**config.mk**
```make
export PLATFORM = sky130hd
export DESIGN_NAME = arb_rr_bin_grant
export DESIGN_NICKNAME = d
export VERILOG_FILES = /design/src/rtl/arb_rr_bin_grant.sv
export SDC_FILE = /design/constraint.sdc
export NUM_CORES = 1
export LEC_CHECK = 0
export ABC_AREA = 0
export BUFFER_PORTS_ARGS = -buffer_cell sky130_fd_sc_hd__clkbuf_2
export CAP_MARGIN = 40
export CORE_ASPECT_RATIO = 0.9
export CORE_UTILIZATION = 53
export DETAILED_ROUTE_END_ITERATION = 8
export PLACE_DENSITY_LB_ADDON = 0.15
export SYNTH_ARGS = -nofsm -noshare
export SYNTH_HDL_FRONTEND = slang
export SYNTH_SLANG_ARGS = --single-unit
```
**constraint.sdc**
```tcl
create_clock -name clk_i -period 3.15 [get_ports clk_i]
set_input_delay 0.4725 -clock clk_i [delete_from_list [all_inputs] [get_ports clk_i]]
set_output_delay 0.4725 -clock clk_i [all_outputs]
set_load 0.01 [all_outputs]
```
**src/rtl/arb_rr_bin_grant.sv**
```systemverilog
// Round-robin arbiter with a registered binary grant index and a valid/ready
// handshake. The pointer advances past the granted requester only on acceptance.
module arb_rr_bin_grant #(
  parameter int REQ_NUM = 8,
  parameter int IDX_WTH = 3
) (
  input  logic               clk_i,
  input  logic               rst_i,
  input  logic [REQ_NUM-1:0] req_i,
  output logic               gnt_vld_o,
  output logic [IDX_WTH-1:0] gnt_idx_o,
  input  logic               gnt_rdy_i,
  output logic               busy_o
);

  localparam int unsigned CW = IDX_WTH + 1;

  typedef enum logic {
    IDLE = 1'b0,
    HOLD = 1'b1
  } state_t;

  state_t             state;
  logic [IDX_WTH-1:0] ptr;
  logic [IDX_WTH-1:0] ptr_adv;
  logic [IDX_WTH-1:0] arb_base;
  logic [IDX_WTH-1:0] winner;
  logic [CW-1:0]      cand;
  logic               found;
  logic               any_req;

  assign any_req = |req_i;
  assign ptr_adv = (gnt_idx_o == IDX_WTH'(REQ_NUM - 1)) ? '0 : gnt_idx_o + 1'b1;

  // A back-to-back grant must already see the pointer it is about to get.
  assign arb_base = (state == HOLD) ? ptr_adv : ptr;

  always_comb begin
    winner = '0;
    found  = 1'b0;
    cand   = '0;
    for (int unsigned i = 0; i < REQ_NUM; i++) begin
      cand = {1'b0, arb_base} + CW'(i);
      if (cand >= CW'(REQ_NUM)) begin
        cand = cand - CW'(REQ_NUM);
      end
      if (!found && req_i[cand[IDX_WTH-1:0]]) begin
        found  = 1'b1;
        winner = cand[IDX_WTH-1:0];
      end
    end
  end

  always_ff @(posedge clk_i) begin
    if (rst_i) begin
      state     <= IDLE;
      gnt_vld_o <= 1'b0;
      busy_o    <= 1'b0;
      gnt_idx_o <= '0;
      ptr       <= '0;
    end else begin
      case (state)
        IDLE: begin
          if (any_req) begin
            state     <= HOLD;
            gnt_vld_o <= 1'b1;
            busy_o    <= 1'b1;
            gnt_idx_o <= winner;
          end
        end
        HOLD: begin
          if (gnt_rdy_i) begin
            ptr <= ptr_adv;
            if (any_req) begin
              gnt_idx_o <= winner;
            end else begin
              state     <= IDLE;
              gnt_vld_o <= 1'b0;
              busy_o    <= 1'b0;
            end
          end
        end
        default: begin
          state     <= IDLE;
          gnt_vld_o <= 1'b0;
          busy_o    <= 1'b0;
        end
      endcase
    end
  end

endmodule

```
# Yosys cells after proc, flatten, opt, wreduce, memory -nomap -nowiden
# Cells that the tools add are included.
[word_totals] reg_bits=8 in_bits=11 out_inout_bits=5 elab_cells=109
[op_classes] addsub=16 n_lt_le_gt_ge=16 eq_ne=4 n_mux=51 n_bitwise=1 reduce_logical=17
[ops] op="two-way mux 3 bit" n=20
[ops] op="< comparator 3 x 4 -> 1 bit (second input constant)" n=8
[ops] op=">= comparator 4 bit (second input constant)" n=7
[ops] op="binary-select mux 1 bit (select 3 bit)" n=8
[ops] op="subtractor 3 x 1 -> 3 bit (second input constant)" n=8
[ops] op="two-way mux 1 bit" n=20
[ops] op="adder 3 x 3 -> 4 bit (second input constant)" n=4
[ops] op="adder 3 x 2 -> 4 bit (second input constant)" n=2
[ops] op="OR reduction 8 bit" n=1
[ops] op="logical AND 1 bit" n=7
[ops] op="zero test 1 bit" n=7
[ops] op="inequality test 2 bit (second input constant)" n=3
[ops] op="case mux 3 bit (2 select lines)" n=1
[ops] op="adder 3 x 1 -> 4 bit (second input constant)" n=1
[ops] op=">= comparator 3 x 4 -> 1 bit (second input constant)" n=1
[ops] op="case mux 1 bit (2 select lines)" n=2
[ops] op="adder 3 x 1 -> 3 bit (second input constant)" n=1
[ops] op="equality test 3 bit (second input constant)" n=1
[ops] op="AND reduction 3 bit" n=1
[ops] op="AND reduction 2 bit" n=1
[ops] op="inverter 1 bit" n=1

# Longest topological paths before layout
[depth] word_depth=32 mapped_depth=14 mapped_depth_nobuf=11

# Worst setup path after synthesis
# Ideal clock, no wire load.
[synth_path] path_kind="register to register" start="register gnt_idx_o[0]" end="register gnt_idx_o[0]" setup_time_ns=0.087 arrival_ns=3.426 setup_slack_ns=-0.363 path_stages_with_launch=14 path_buffers=2 synth_period_minus_slack_ns=3.513 path_cell_list="dfxtp_1 ha_1 mux2i_4 inv_1 buf_2 ha_1 clkbuf_1 mux2_2 mux2_2 mux2i_1 nand2_1 or4b_4 o211a_1 o31ai_1"
[synth_via] elab_chain_len=32 word_cells_on_any_way=83
[synth_rtl] element="start, declared" line="11" source="output logic [IDX_WTH-1:0] gnt_idx_o,"
[synth_rtl] element="start signal, assigned" line="68" source="gnt_idx_o <= winner;"
[synth_rtl] element="start signal, assigned" line="75" source="gnt_idx_o <= winner;"
[synth_rtl] element="adder 3 x 1 -> 3 bit or equality test 3 bit (tied branches)" line="33" source="assign ptr_adv = (gnt_idx_o == IDX_WTH'(REQ_NUM - 1)) ? '0 : gnt_idx_o + 1'b1;"
[synth_rtl] element="two-way mux 3 bit (*)" line="33"
[synth_rtl] element="net ptr_adv[1]" line="25" source="logic [IDX_WTH-1:0] ptr_adv;"
[synth_rtl] element="two-way mux 3 bit (*)" line="36" source="assign arb_base = (state == HOLD) ? ptr_adv : ptr;"
[synth_rtl] element="branches (longest 25 deep; another with adder 3 x 1 -> 4 bit)"
[synth_rtl] element="two-way mux 3 bit (*)" line="47" source="if (!found && req_i[cand[IDX_WTH-1:0]]) begin"
[synth_rtl] element="two-way mux 3 bit (*)" line="64, 74"
[synth_rtl] element="two-way mux 3 bit" line="72" source="if (gnt_rdy_i) begin"
[synth_rtl] element="case mux 3 bit (2 select lines) (*)" line="62" source="case (state)"
# Mark *: on every way through the listed nets, which the timed path passes. The select of a mux whose other input is x is not followed.
# A chain may end at the register's enable or synchronous reset.

# Worst setup path in the final report
# Ends and elaborated chain as after synthesis.

==> out/qor.csv <==
metric,value,unit
Antenna Cells,0,
Finished Layout Cells,216,
vias per cell,6.86,
starting density of the core,0.568,
Hold Startpoint,gnt_rdy_i,
Final Setup Violations,0,
Slew @ Worst Pin,537,ps
r2r endpoint,gnt_idx_o[0],
Clock Power Share,0.063,
CP max-delay cell,dfxtp_4,
postcts setup bufs,0,
largest family of logic cells by synthesized area,multiplexers,
share of layout cells above drive strength 1,0.335,
RD Place Congestion,0.914,
Flop pwr share,0.120,
number of synthesis warnings,0,
relative max-transition margin,0.638,
"slowest stage delay, CP",350,ps
placed cells,213,
mux cell area share after synthesis,0.320,
Die Ht,51.0,um
Seq cells post-synth,8,
initial DRC count,86,
Final Cycle Share,0.953,
drt total wl,3890,um
Seq. cell area,169,um^2
top cell type by total area after synthesis,dfxtp_1,
total grt overflow,0,
largest net degree at the start of global routing,21,
Post-synth EDFFs,0,
worst-case clock skew,3.71,ps
XOR/XNOR Fraction of Synth Area,0.0177,
fill count,222,
Hold Path End,busy_o,
synthesized area,0.00141,mm^2
antenna violations before repair,0,
first-pass GRT wire length,6470,um
cell row count,17,
Placeable Area,0.00249,mm^2
CP Class,flip-flop to flip-flop,
Fin. Hold Viols,0,
R2R Setup Slk,150,ps
Worst Path Arrival,3170,ps
vias in the first global route,1341,
Yosys top cell area share,0.113,
unrepaired setup endpoints after global routing,no,
H-tree levels,1,
final slew viol count,0,
Combinational Power Share,0.817,
Layout Nets,204,
worst r2r path cells,10,
Switching Fraction,0.482,
Post-Synth Adder-Cell Area,0.0266,
Worst Setup Start Kind,flip-flop,
Async SR Flop Fraction,0,
status,finished clean,
P_leak,0.000630,uW
Synth Area in Simple Gates,0.257,
Worst VDD drop,0.000530,V
I/O Buffers,15,
fmax,333,MHz
Setup crit end kind,flip-flop,
CTS tree,built,
CTS sink cnt,8,
Int Power,638,uW
Clock Tree Root,clkbuf_4,
FF-to-FF Start,gnt_idx_o[0],
number of remaining DRC errors,0,
TritonCTS Buffers,3,
Post-Syn Instances,172,
syn_nets,186,
overall die area,0.00288,mm^2
Mean Syn Cell Area,8.21,um^2
Setup WS pre-CTS,101,ps
worst setup margin,147,ps
"top cells by area, synth","dfxtp_1 (11%), mux4_2 (11%), mux2i_1 (7.8%), nand2_1 (6.6%), mux2_2 (6.4%)",
DR WL/cell,18.0,um
DR vias,1481,
Die Wd,56.4,um
hold depth,2,
Synth-to-Final Area Change,15.3,%
hold crit path type,input pin to flip-flop,
# IOs,16,
total net switching power,594,uW
post-DP HPWL,2990,um
Synth Flop Type,dfxtp_1,
area of the multi-input gates,0.00125,mm^2
Post-synth top cells,"nand2_1 (25), nor2_1 (15), a21oi_1 (13)",
sequential area share after synthesis,0.113,
clk slew on worst S/H paths,50,ps
drt first pass iters,5,
Critical Path RT,3310,ps
worst-path maximum fanout,6,
Netlist cell types,57,
"Clk Latency, worst-skew pair",250,ps
CTS max path bufs,2,
gr usage total,0.291,
cell with the most instances after synthesis,nand2_1,
Synth Area in Compound Gates,0.220,
Setup TNS Final,0,ps
"Cell Chain, Critical Path",ha_4 > ha_1 > mux2i_4 > xnor2_4 > mux4_1 > mux2_2 > and4bb_2 > nand2_1 > a311o_1 > o31ai_1,
final hold slack,495,ps
fin crit period,3000,ps
PD cells,756,mW/mm^2
Detail Route Antenna Nets,0,
maxcap violations,0,
[layout make-up]
type                       count  share of cell area
multi-input combinational    151               0.767
sequential                     8               0.104
timing repair buffer          24              0.0876
tap                           28              0.0215
clock buffer                   3              0.0138
inverter                       2             0.00614
[registers in the layout (all words and copies together), names as in the netlist]
signal	flops
ptr	3
gnt_idx_o	3
busy_o	1
state	1
[layout by cell type (no fill, tap or decap), drive strengths merged, types with 2 or more instances in the layout]
master,netlist,routed
mux4,8,8
a21boi,2,2
mux2,8,8
o31ai,2,2
nand2b,2,2
clkbuf,6,18
nor2,16,16
nand3b,2,2
nand2,26,26
nand4,4,4
inv,2,2
a21oi,13,13
o21ai,11,11
xnor2,2,2
dfxtp,8,8
a211oi,2,2
mux2i,14,14
or4,2,2
nand3,6,6
ha,3,3
o221ai,2,2
buf,5,9
o221a,2,2
[cell families after synthesis]
family / count (synthesis)
AO/OA/AOI/OAI: 46
XOR/XNOR: 2
adder cells (fa/ha/maj): 3
buffers and inverters: 13
flip-flops: 8
multiplexers: 30
AND/OR/NAND/NOR: 70
[metrics by stage]
stage / cell area [um^2] / util / power (uW)
2_1_floorplan: 1510 / - / 919
3_3_place_gp: 1590 / 0.640 / 1110
3_5_place_dp: 1590 / 0.640 / 1120
4_1_cts: 1610 / 0.649 / 1210
5_1_grt: 1630 / 0.655 / 1330
6_report: 1630 / 0.655 / 1230
[worst max-delay path: cells and delay by family, from the launching register on]
kind / cells / cell delay [ps]
multiplexers: 3 / 940
flip-flops: 1 / 350
XOR/XNOR: 1 / 190
adder cells (fa/ha/maj): 2 / 490
AO/OA/AOI/OAI: 2 / 510
AND/OR/NAND/NOR: 2 / 430
[how the worst max path moves through the flow]
stage	from	endpoint	slack (ps)
5_1_grt	gnt_idx_o[0]	gnt_idx_o[1]	40
3_5_place_dp	gnt_idx_o[0]	gnt_idx_o[0]	100
3_3_place_gp	gnt_idx_o[0]	gnt_idx_o[0]	150
2_1_floorplan	state	gnt_idx_o[0]	1
6_report	gnt_idx_o[0]	gnt_idx_o[0]	150
4_1_cts	gnt_idx_o[0]	gnt_idx_o[0]	80
[metal layers]
metal  routed length [um]  vias to the layer above  track usage
met5                    0                        -            0
met4                   15                        0      0.00813
met3                  428                        4        0.104
met2                 1750                       83        0.457
met1                 1690                      693        0.408
li1                     -                      701            -
[power groups by stage]
stage	sequential, uW	clock [uW]	combinational [uW]
2_1_floorplan	159	0	760
3_3_place_gp	149	0	961
3_5_place_dp	151	0	971
4_1_cts	149	82.5	976
5_1_grt	151	87.0	1090
6_report	148	77.8	1010
[timing repair]
item	4_1_cts	5_1_grt
gates resized for setup	0	2
setup endpoints to repair	0	2
hold buffers	0	0
(Power assumes the default switching activity.)
